### src/rtl/touch_coord_conditioner.sv
// Conditions raw touch samples (press qualification, coordinate mapping, averaging)
// and hands them to the display side only on frame boundaries.
module touch_coord_conditioner #(
    parameter int IN_W      = 12,
    parameter int OUT_XW    = 10,
    parameter int OUT_YW    = 9,
    parameter int X_OFFSET  = 150,
    parameter int Y_OFFSET  = 300,
    parameter int X_SHIFT   = 2,
    parameter int Y_SHIFT   = 2,
    parameter int X_MAX     = 479,
    parameter int Y_MAX     = 271,
    parameter int Z_PRESS   = 256,
    parameter int Z_RELEASE = 128,
    parameter int DEBOUNCE  = 4,
    parameter int AVG_LOG2  = 2
) (
    input  logic              cclk,
    input  logic              rstb,
    input  logic              sample_valid,
    input  logic [IN_W-1:0]   touch_x,
    input  logic [IN_W-1:0]   touch_y,
    input  logic [IN_W-1:0]   touch_z,
    input  logic              new_frame,
    output logic [OUT_XW-1:0] locked_x,
    output logic [OUT_YW-1:0] locked_y,
    output logic              touch_active,
    output logic              press_pulse,
    output logic              release_pulse
);

    localparam logic [IN_W:0]     XOFF   = (IN_W+1)'(X_OFFSET);
    localparam logic [IN_W:0]     YOFF   = (IN_W+1)'(Y_OFFSET);
    localparam logic [IN_W-1:0]   XMAX_I = IN_W'(X_MAX);
    localparam logic [IN_W-1:0]   YMAX_I = IN_W'(Y_MAX);
    localparam logic [OUT_XW-1:0] XMAX_O = OUT_XW'(X_MAX);
    localparam logic [OUT_YW-1:0] YMAX_O = OUT_YW'(Y_MAX);
    localparam logic [IN_W-1:0]   ZP     = IN_W'(Z_PRESS);
    localparam logic [IN_W-1:0]   ZR     = IN_W'(Z_RELEASE);
    localparam int                DW     = $clog2(DEBOUNCE + 1);
    localparam logic [DW-1:0]     DB_LAST = DW'(DEBOUNCE - 1);
    localparam int                CW     = AVG_LOG2 + 1;
    localparam logic [CW-1:0]     S_LAST = CW'((1 << AVG_LOG2) - 1);
    localparam int                AXW    = OUT_XW + AVG_LOG2;
    localparam int                AYW    = OUT_YW + AVG_LOG2;

    typedef enum logic [1:0] {IDLE, PEND_PRESS, PRESSED, PEND_REL} state_t;

    // ---------------- mapping stage ----------------
    logic [IN_W:0]     adj_x, adj_y;
    logic [IN_W-1:0]   sh_x, sh_y;
    logic [OUT_XW-1:0] map_x_d;
    logic [OUT_YW-1:0] map_y_d;

    always_comb begin
        adj_x   = {1'b0, touch_x} - XOFF;
        adj_y   = {1'b0, touch_y} - YOFF;
        // MSB of the widened difference flags an underflow below the offset
        sh_x    = adj_x[IN_W] ? '0 : (adj_x[IN_W-1:0] >> X_SHIFT);
        sh_y    = adj_y[IN_W] ? '0 : (adj_y[IN_W-1:0] >> Y_SHIFT);
        map_x_d = (sh_x > XMAX_I) ? XMAX_O : sh_x[OUT_XW-1:0];
        map_y_d = (sh_y > YMAX_I) ? YMAX_O : sh_y[OUT_YW-1:0];
    end

    logic              map_valid, map_hi, map_lo;
    logic [OUT_XW-1:0] map_x;
    logic [OUT_YW-1:0] map_y;

    always_ff @(posedge cclk or negedge rstb) begin
        if (!rstb) begin
            map_valid <= 1'b0;
            map_hi    <= 1'b0;
            map_lo    <= 1'b0;
            map_x     <= '0;
            map_y     <= '0;
        end else begin
            map_valid <= sample_valid;
            if (sample_valid) begin
                map_hi <= (touch_z >= ZP);
                map_lo <= (touch_z < ZR);
                map_x  <= map_x_d;
                map_y  <= map_y_d;
            end
        end
    end

    // ---------------- press FSM ----------------
    state_t        state, state_next;
    logic [DW-1:0] db_cnt, db_cnt_next;
    logic          pressed, pressed_next;

    always_ff @(posedge cclk or negedge rstb) begin
        if (!rstb) begin
            state  <= IDLE;
            db_cnt <= '0;
        end else begin
            state  <= state_next;
            db_cnt <= db_cnt_next;
        end
    end

    always_comb begin
        state_next  = state;
        db_cnt_next = db_cnt;
        if (map_valid) begin
            case (state)
                IDLE: if (map_hi) begin
                    state_next  = (DEBOUNCE == 1) ? PRESSED : PEND_PRESS;
                    db_cnt_next = (DEBOUNCE == 1) ? '0 : DW'(1);
                end
                PEND_PRESS: if (!map_hi) begin
                    state_next  = IDLE;
                    db_cnt_next = '0;
                end else if (db_cnt == DB_LAST) begin
                    state_next  = PRESSED;
                    db_cnt_next = '0;
                end else begin
                    db_cnt_next = db_cnt + DW'(1);
                end
                PRESSED: if (map_lo) begin
                    state_next  = (DEBOUNCE == 1) ? IDLE : PEND_REL;
                    db_cnt_next = (DEBOUNCE == 1) ? '0 : DW'(1);
                end
                PEND_REL: if (!map_lo) begin
                    state_next  = PRESSED;
                    db_cnt_next = '0;
                end else if (db_cnt == DB_LAST) begin
                    state_next  = IDLE;
                    db_cnt_next = '0;
                end else begin
                    db_cnt_next = db_cnt + DW'(1);
                end
                default: begin
                    state_next  = IDLE;
                    db_cnt_next = '0;
                end
            endcase
        end
    end

    assign pressed      = (state == PRESSED) || (state == PEND_REL);
    assign pressed_next = (state_next == PRESSED) || (state_next == PEND_REL);

    // ---------------- averaging ----------------
    logic [AXW-1:0]    acc_x, sum_x, avg_x;
    logic [AYW-1:0]    acc_y, sum_y, avg_y;
    logic [CW-1:0]     s_cnt;
    logic [OUT_XW-1:0] filt_x;
    logic [OUT_YW-1:0] filt_y;
    logic              filt_valid;

    always_comb begin
        sum_x = acc_x + AXW'(map_x);
        sum_y = acc_y + AYW'(map_y);
        avg_x = sum_x >> AVG_LOG2;
        avg_y = sum_y >> AVG_LOG2;
    end

    // The sample that completes the debounce is not averaged; the window starts fresh after it.
    always_ff @(posedge cclk or negedge rstb) begin
        if (!rstb) begin
            acc_x      <= '0;
            acc_y      <= '0;
            s_cnt      <= '0;
            filt_x     <= '0;
            filt_y     <= '0;
            filt_valid <= 1'b0;
        end else if (map_valid) begin
            if (pressed_next && !pressed) begin
                acc_x      <= '0;
                acc_y      <= '0;
                s_cnt      <= '0;
                filt_valid <= 1'b0;
            end else if (pressed) begin
                if (s_cnt == S_LAST) begin
                    acc_x      <= '0;
                    acc_y      <= '0;
                    s_cnt      <= '0;
                    filt_x     <= avg_x[OUT_XW-1:0];
                    filt_y     <= avg_y[OUT_YW-1:0];
                    filt_valid <= 1'b1;
                end else begin
                    acc_x <= sum_x;
                    acc_y <= sum_y;
                    s_cnt <= s_cnt + CW'(1);
                end
            end
        end
    end

    // ---------------- frame latch ----------------
    logic nf_q, frame_edge, active_new;

    assign frame_edge = new_frame && !nf_q;
    assign active_new = pressed && filt_valid;

    always_ff @(posedge cclk or negedge rstb) begin
        if (!rstb) begin
            nf_q          <= 1'b0;
            locked_x      <= '0;
            locked_y      <= '0;
            touch_active  <= 1'b0;
            press_pulse   <= 1'b0;
            release_pulse <= 1'b0;
        end else begin
            nf_q          <= new_frame;
            press_pulse   <= frame_edge && active_new && !touch_active;
            release_pulse <= frame_edge && !active_new && touch_active;
            if (frame_edge) begin
                touch_active <= active_new;
                if (active_new) begin
                    locked_x <= filt_x;
                    locked_y <= filt_y;
                end
            end
        end
    end

endmodule
### config.mk
export PLATFORM = sky130hd
export DESIGN_NAME = touch_coord_conditioner
export DESIGN_NICKNAME = d
export VERILOG_FILES = /design/src/rtl/touch_coord_conditioner.sv
export SDC_FILE = /design/constraint.sdc
export NUM_CORES = 1
export LEC_CHECK = 0
export CORE_UTILIZATION = 34
export DETAILED_ROUTE_END_ITERATION = 8
export PLACE_DENSITY = 0.54
export SKIP_LAST_GASP = 1
export SLEW_MARGIN = 15
export SYNTH_ARGS = -nofsm -noshare
export SYNTH_HDL_FRONTEND = slang
export SYNTH_SLANG_ARGS = --single-unit
### constraint.sdc
create_clock -name cclk -period 3.4 [get_ports cclk]
set_input_delay 0.68 -clock cclk [delete_from_list [all_inputs] [get_ports cclk]]
set_output_delay 0.68 -clock cclk [all_outputs]
set_load 0.005 [all_outputs]
==> flow_metrics.env, run 1 <==
export IMPL_layout_common_cells="dfrtp_1, clkdlybuf4s50_1, nand2_1"
export IMPL_syn_avg_cell_area_um2=10.7
export IMPL_gr_usage_met3_pct=1.71
export IMPL_relSlewSlack_pct=32.5
export IMPL_drive_above_1_share_pct=12.9
export IMPL_worst_pin_slew_ns=1.01
export IMPL_rows=44
export IMPL_setup_viol=0
export IMPL_grt_pass1_vias=3733
export IMPL_synth_edf_count=0
export IMPL_syn_nets=551
export IMPL_dieArea_um2=15800
export IMPL_synth_seq_cells=96
export IMPL_max_stage_delay_ns=0.48
export IMPL_die_h_um=126
export IMPL_ys_seq_area_share_pct=46.3
export IMPL_drt_total_wl_um=10500
export IMPL_grt_pass1_wl_um=18100
export IMPL_tns_ns=0
export IMPL_cts_buffers=9
export IMPL_max_cap_viol_count=0
export IMPL_crit_path_end_kind="register"
export IMPL_drt_pass1_iter_count=6
export IMPL_power_mw=4.58
export IMPL_clockBufferDepth=2
export IMPL_fin_skew_ns=0.00596
export IMPL_regArea_um2=2400
export IMPL_worst_hold_path_type="in2async"
export IMPL_port_buffers=51
export IMPL_grt_max_degree=57
export IMPL_grtUsageTotal_pct=14.2
export IMPL_required_ns=3.62
export IMPL_fillers=1425
export IMPL_h_tree_depth=3
export IMPL_post_cts_buffers=0
export IMPL_violations="design-rule violations"
export IMPL_core_um2=14700
export IMPL_fmax_mhz=407
export IMPL_hold_viol=0
export IMPL_cts_root_buf="clkbuf_16"
export IMPL_hold_buffers=0
export IMPL_maxSlewViolCount=0
export IMPL_netlist_instances=486
export IMPL_synthFlopType="dfrtp_1"
export IMPL_peakVddDrop_v=0.000264
export IMPL_fin_crit_ns=2.46
export IMPL_leakage_nw=2.72
export IMPL_wire_per_inst_um=14.4
export IMPL_cts_sinks=96
export IMPL_use_met2_pct=20.8
export IMPL_fin_crit_sh_pct=72.3
export IMPL_path_class="in2reg"
export IMPL_start_kind="input pin"
export IMPL_cts_repair_resized=0
export IMPL_arrival_ns=2.68
export IMPL_cp_max_fo=6
export IMPL_cpMaxStageDelayCell="clkdlybuf4s50_1"
export IMPL_place_congestion=0.815
export IMPL_rsz0062_at_grt="no"
export IMPL_final_area_um2=6200
export IMPL_insertion_delay_ns=0.34
export IMPL_area_growth_pct=19.5
export IMPL_dp_hpwl_um=7820
export IMPL_power_density_nw_per_um2=739
export IMPL_vias=3817
export IMPL_diodes=0
export IMPL_cts_tree="done"
export IMPL_ant_nets=0
export IMPL_synth_distinct_cells=69
export IMPL_antenna_found_initial=0
export IMPL_async_reset_ff_share_pct=100
export IMPL_routed_via_density=5.25
export IMPL_use_met1_pct=20.7
export IMPL_num_nets_final=603
export IMPL_final_common_cell="dfrtp_1"
export IMPL_finish_utilization_pct=42.2
export IMPL_gr_total_overflow=0
export IMPL_start_util_pct=35.3
export IMPL_dpl_cell_area_um2=5910
export IMPL_fp_dieW_um=126
export IMPL_path_cells="clkdlybuf4s50_1 -> ha_1 -> o21ai_4 -> a21boi_2 -> o41a_1 -> and2_0 -> a221o_1"
export IMPL_dpl_cell_count=711
export IMPL_drcViolationCount=5
export IMPL_grt_busiest_layer="met2"
export IMPL_status="finished, violations left"
export IMPL_multi_input_area_um2=2680
export IMPL_yosys_warnings=0
export IMPL_synth_area_um2=5190
export IMPL_pin_count=62
export IMPL_drtIter0Drc=268
export IMPL_clkTransAtPathRegs_ns=0.06
export IMPL_final_cells=727
[cell families after synthesis]
group	after synthesis	share of synthesized area [%]
simple gates	129	12.4
buf+inv	27	2.10
mux	33	7.09
flops	96	46.3
fa+ha+maj	25	6.32
compound gates	152	21.7
xor+xnor	24	4.05
[sequential cells by signal, indices dropped and copies added, names as in the netlist, 2 cells and up]
register,count
map_y,9
locked_x,10
db_cnt,3
locked_y,9
map_x,10
acc_x,12
acc_y,11
filt_y,9
s_cnt,3
filt_x,10
state,2
[metal layers]
layer | up-vias | part of all wire, %
met5 | - | 0
met4 | 0 | 1.9
met3 | 12 | 3.1
met2 | 62 | 42
met1 | 1831 | 53
li1 | 1912 | -
[critical path: cells and delay by family]
kind / cells / cell delay, ns
AO/OA/AOI/OAI: 4 / 1.02
adder cells (fa/ha/maj): 1 / 0.32
AND/OR/NAND/NOR: 1 / 0.18
buffers and inverters: 1 / 0.48
[power by group]
group | switching, mW | internal (mW) | leakage (nW) | total, mW
Combinational | 0.942 | 0.927 | 1.35 | 1.87
Clock | 0.396 | 0.567 | 0.140 | 0.963
Sequential | 0.238 | 1.51 | 1.22 | 1.75
[path summary, 6_finish.rpt]
path / slack (ns) / from / cells after the start / end
hold reg to reg: 0.47 / s_cnt[2]$_DFFE_PN0P_ / 1 / s_cnt[2]$_DFFE_PN0P_
setup reg to reg: 1.20 / map_y[0]$_DFFE_PN0P_ / 7 / acc_y[10]$_DFFE_PN0P_
max in group asynchronous: 2.34 / rstb / 2 / filt_x[8]$_DFFE_PN0P_
hold / removal: 0.38 / rstb / 1 / state[0]$_DFF_PN0_
min in group cclk: 0.47 / s_cnt[2]$_DFFE_PN0P_ / 1 / s_cnt[2]$_DFFE_PN0P_
setup / recovery: 0.94 / touch_y[2] / 7 / map_y[1]$_DFFE_PN0P_
[cell usage after synthesis (all sizes together), types with 9 or more instances]
library cell	n	share of area [%]
a21o	13	1.9
a22o	19	3.2
clkbuf	9	0.65
ha	23	5.5
nand2	42	3.0
dfrtp	96	46
mux2	30	6.5
nor2b	9	1.1
xor2	10	1.7
a31oi	11	1.3
o21ai	34	3.6
inv	11	0.80
a21oi	28	2.8
nor2	33	2.4
xnor2	14	2.4
[per-stage QoR]
stage	hold WS, ns	setup slack [ns]
2_1_floorplan	0.384	1.26
3_3_place_gp	0.458	0.598
3_5_place_dp	0.464	0.567
4_1_cts	0.408	0.943
5_1_grt	0.453	0.778
6_report	0.384	0.941
[layout make-up]
type,instances,share of cell area (%)
clock buffers,12,3.82
clock inverters,4,0.727
inverters,11,0.666
multi-input cells,363,43.2
flip-flops and latches,96,38.8
well taps,184,3.72
repair buffers,57,9.13
Note: power is estimated with default switching activity, not from simulation.
==> run 2: changes to the inputs <==
--- a/config.mk
+++ b/config.mk
@@ -7,7 +7,7 @@
 export LEC_CHECK = 0
 export CORE_UTILIZATION = 34
 export DETAILED_ROUTE_END_ITERATION = 8
-export PLACE_DENSITY = 0.54
+export PLACE_DENSITY = 0.56
 export SKIP_LAST_GASP = 1
 export SLEW_MARGIN = 15
 export SYNTH_ARGS = -nofsm -noshare
==> constraint.sdc (replaced) <==
create_clock -name cclk -period 2.2 [get_ports cclk]
set_input_delay 0.44 -clock cclk [delete_from_list [all_inputs] [get_ports cclk]]
set_output_delay 0.44 -clock cclk [all_outputs]
set_load 0.005 [all_outputs]
==> flow_metrics.env, run 2 (synthesis gave the netlist of run 1 again) <==
export IMPL_status="finished, violations left"
export IMPL_violations="design-rule violations"
export IMPL_setup_viol=0
export IMPL_p_sw_mw=2.55
export IMPL_comb_power_share_pct=40.9
export IMPL_r2r_setup_slack_ns=0.07
export IMPL_worst_hold_path_type="in2async"
export IMPL_drtIter0Drc=230
export IMPL_layout_common_cells="dfrtp_1, clkdlybuf4s50_1, buf_4"
export IMPL_insertion_delay_ns=0.34
export IMPL_swShare_pct=34.2
export IMPL_required_ns=2.43
export IMPL_routed_via_density=5.24
export IMPL_crit_end="filt_y[4]$_DFFE_PN0P_"
export IMPL_gr_total_overflow=0
export IMPL_dpl_cell_area_um2=6190
export IMPL_fp_dieW_um=126
export IMPL_fillers=1407
export IMPL_cp_startpoint="map_y[0]$_DFFE_PN0P_"
export IMPL_port_buffers=51
export IMPL_final_area_um2=6550
export IMPL_drcViolationCount=7
export IMPL_power_density_nw_per_um2=1140
export IMPL_start_kind="register"
export IMPL_grt_max_degree=43
export IMPL_dpl_cell_count=748
export IMPL_reg2reg_to="filt_y[4]$_DFFE_PN0P_"
export IMPL_holdWs_ns=0.0975
export IMPL_fin_skew_ns=0.00539
export IMPL_grtUsageTotal_pct=15.0
export IMPL_path_class="reg2reg"
export IMPL_multi_input_area_um2=2700
export IMPL_seqPwrFrac_pct=36.2
export IMPL_start_util_pct=35.3
export IMPL_cts_buffers=9
export IMPL_top_register="acc_x"
export IMPL_timing_rr_start="map_y[0]$_DFFE_PN0P_"
export IMPL_cts_sinks=96
export IMPL_rsz0062_at_grt="no"
export IMPL_peakVddDrop_v=0.000387
export IMPL_grt_pass1_vias=3924
export IMPL_worst_pin_slew_ns=0.599
export IMPL_ff2ff_path_depth=7
export IMPL_wire_per_inst_um=14.6
export IMPL_arrival_ns=2.36
export IMPL_cp_max_fo=3
export IMPL_ant_nets=0
export IMPL_hold_viol=0
export IMPL_drt_pass1_iter_count=6
export IMPL_cts_root_buf="clkbuf_16"
export IMPL_leakage_nw=2.93
export IMPL_final_cells=764
export IMPL_top_regs="acc_x (12), acc_y (11)"
export IMPL_core_um2=14700
export IMPL_dieArea_um2=15800
export IMPL_drt_total_wl_um=11200
export IMPL_intPower_mw=4.92
export IMPL_crit_path_end_kind="register"
export IMPL_vias=4001
export IMPL_drive_above_1_share_pct=19.8
export IMPL_hold_buffers=0
export IMPL_clkPwrFrac_pct=22.9
export IMPL_rows=44
export IMPL_num_nets_final=640
export IMPL_die_h_um=126
export IMPL_diodes=0
export IMPL_pin_count=62
export IMPL_dp_hpwl_um=8210
export IMPL_final_common_cell="dfrtp_1"
export IMPL_largest_register_ffs=12
export IMPL_regArea_um2=2400
export IMPL_h_tree_depth=3
export IMPL_setup_ws_ns=0.0724
export IMPL_place_congestion=0.836
export IMPL_clkTransAtPathRegs_ns=0.06
export IMPL_power_mw=7.47
export IMPL_fmax_mhz=470
export IMPL_clockBufferDepth=2
export IMPL_max_cap_viol_count=0
export IMPL_cts_tree="done"
export IMPL_fin_crit_sh_pct=96.7
export IMPL_post_place_ws_ns=-0.212
export IMPL_antenna_found_initial=0
export IMPL_area_growth_pct=26.3
export IMPL_relSlewSlack_pct=60.1
export IMPL_fin_crit_ns=2.13
export IMPL_grt_pass1_wl_um=19200
export IMPL_maxSlewViolCount=0
[run 2: changes by cell type in the layout (fill, tap and decap cells not counted), moves of 2 or more]
cell	before	now
fa_2	0	2
fa_1	2	0
clkbuf_8	0	2
clkbuf_1	3	0
buf_4	6	43
o21ai_0	26	24
[run 2: critical path, cell delays in order, from the launching register on]
cell      delay [ns]
dfrtp_1         0.39
ha_1            0.25
fa_2            0.39
a211oi_4        0.28
o21bai_1        0.10
a21oi_1         0.18
xnor2_1         0.14
mux2_2          0.28
[run 2: timing repair]
item | CTS | global route
setup buffers | 0 | 0
endpoints found under the setup margin | 2 | 8
gates resized for setup | 0 | 8
gates cloned | 0 | 0
pin swaps | 1 | 3
[run 2: metrics by stage]
stage | setup TNS, ns | utilization (%)
after global routing | 0 | 44.6
after global placement | -1.27 | 42.1
final | 0 | 44.6
after floorplan | 0 | -
after CTS | 0 | 44.4
after detailed placement | -2.15 | 42.1
[run 2: cell type report]
type	instances	area share, %
Multi-Input combinational cell	363	41.2
Sequential cell	96	36.7
Timing Repair Buffer	94	12.9
Clock buffer	11	3.86
Tap cell	184	3.52
Clock inverter	5	1.20
Inverter	11	0.630
[run 2: routing by layer]
metal | track usage [%] | vias to the layer above | wire length [µm]
met5 | 0 | - | 0
met4 | 5.24 | 0 | 163
met3 | 2.27 | 12 | 402
met2 | 23.0 | 90 | 4790
met1 | 21.4 | 1917 | 5810
li1 | - | 1982 | -
[run 2: how the worst min path moves through the flow]
stage,slack (ns),from,end
2_1_floorplan,0.14,rstb,acc_x[0]$_DFFE_PN0P_
3_3_place_gp,0.46,db_cnt[1]$_DFFE_PN0P_,db_cnt[1]$_DFFE_PN0P_
3_5_place_dp,0.47,rstb,locked_x[6]$_DFFE_PN0P_
4_1_cts,0.11,rstb,locked_x[6]$_DFFE_PN0P_
5_1_grt,0.14,rstb,locked_x[6]$_DFFE_PN0P_
6_report,0.1,rstb,locked_x[7]$_DFFE_PN0P_
[run 2: power groups by stage]
stage	clock (mW)	sequential, mW	combinational, mW
after detailed placement	0	2.73	2.97
after floorplan	0	2.62	2.09
after CTS	1.75	2.71	3.00
after global placement	0	2.71	2.90
final	1.71	2.70	3.06
after global routing	1.82	2.78	3.40
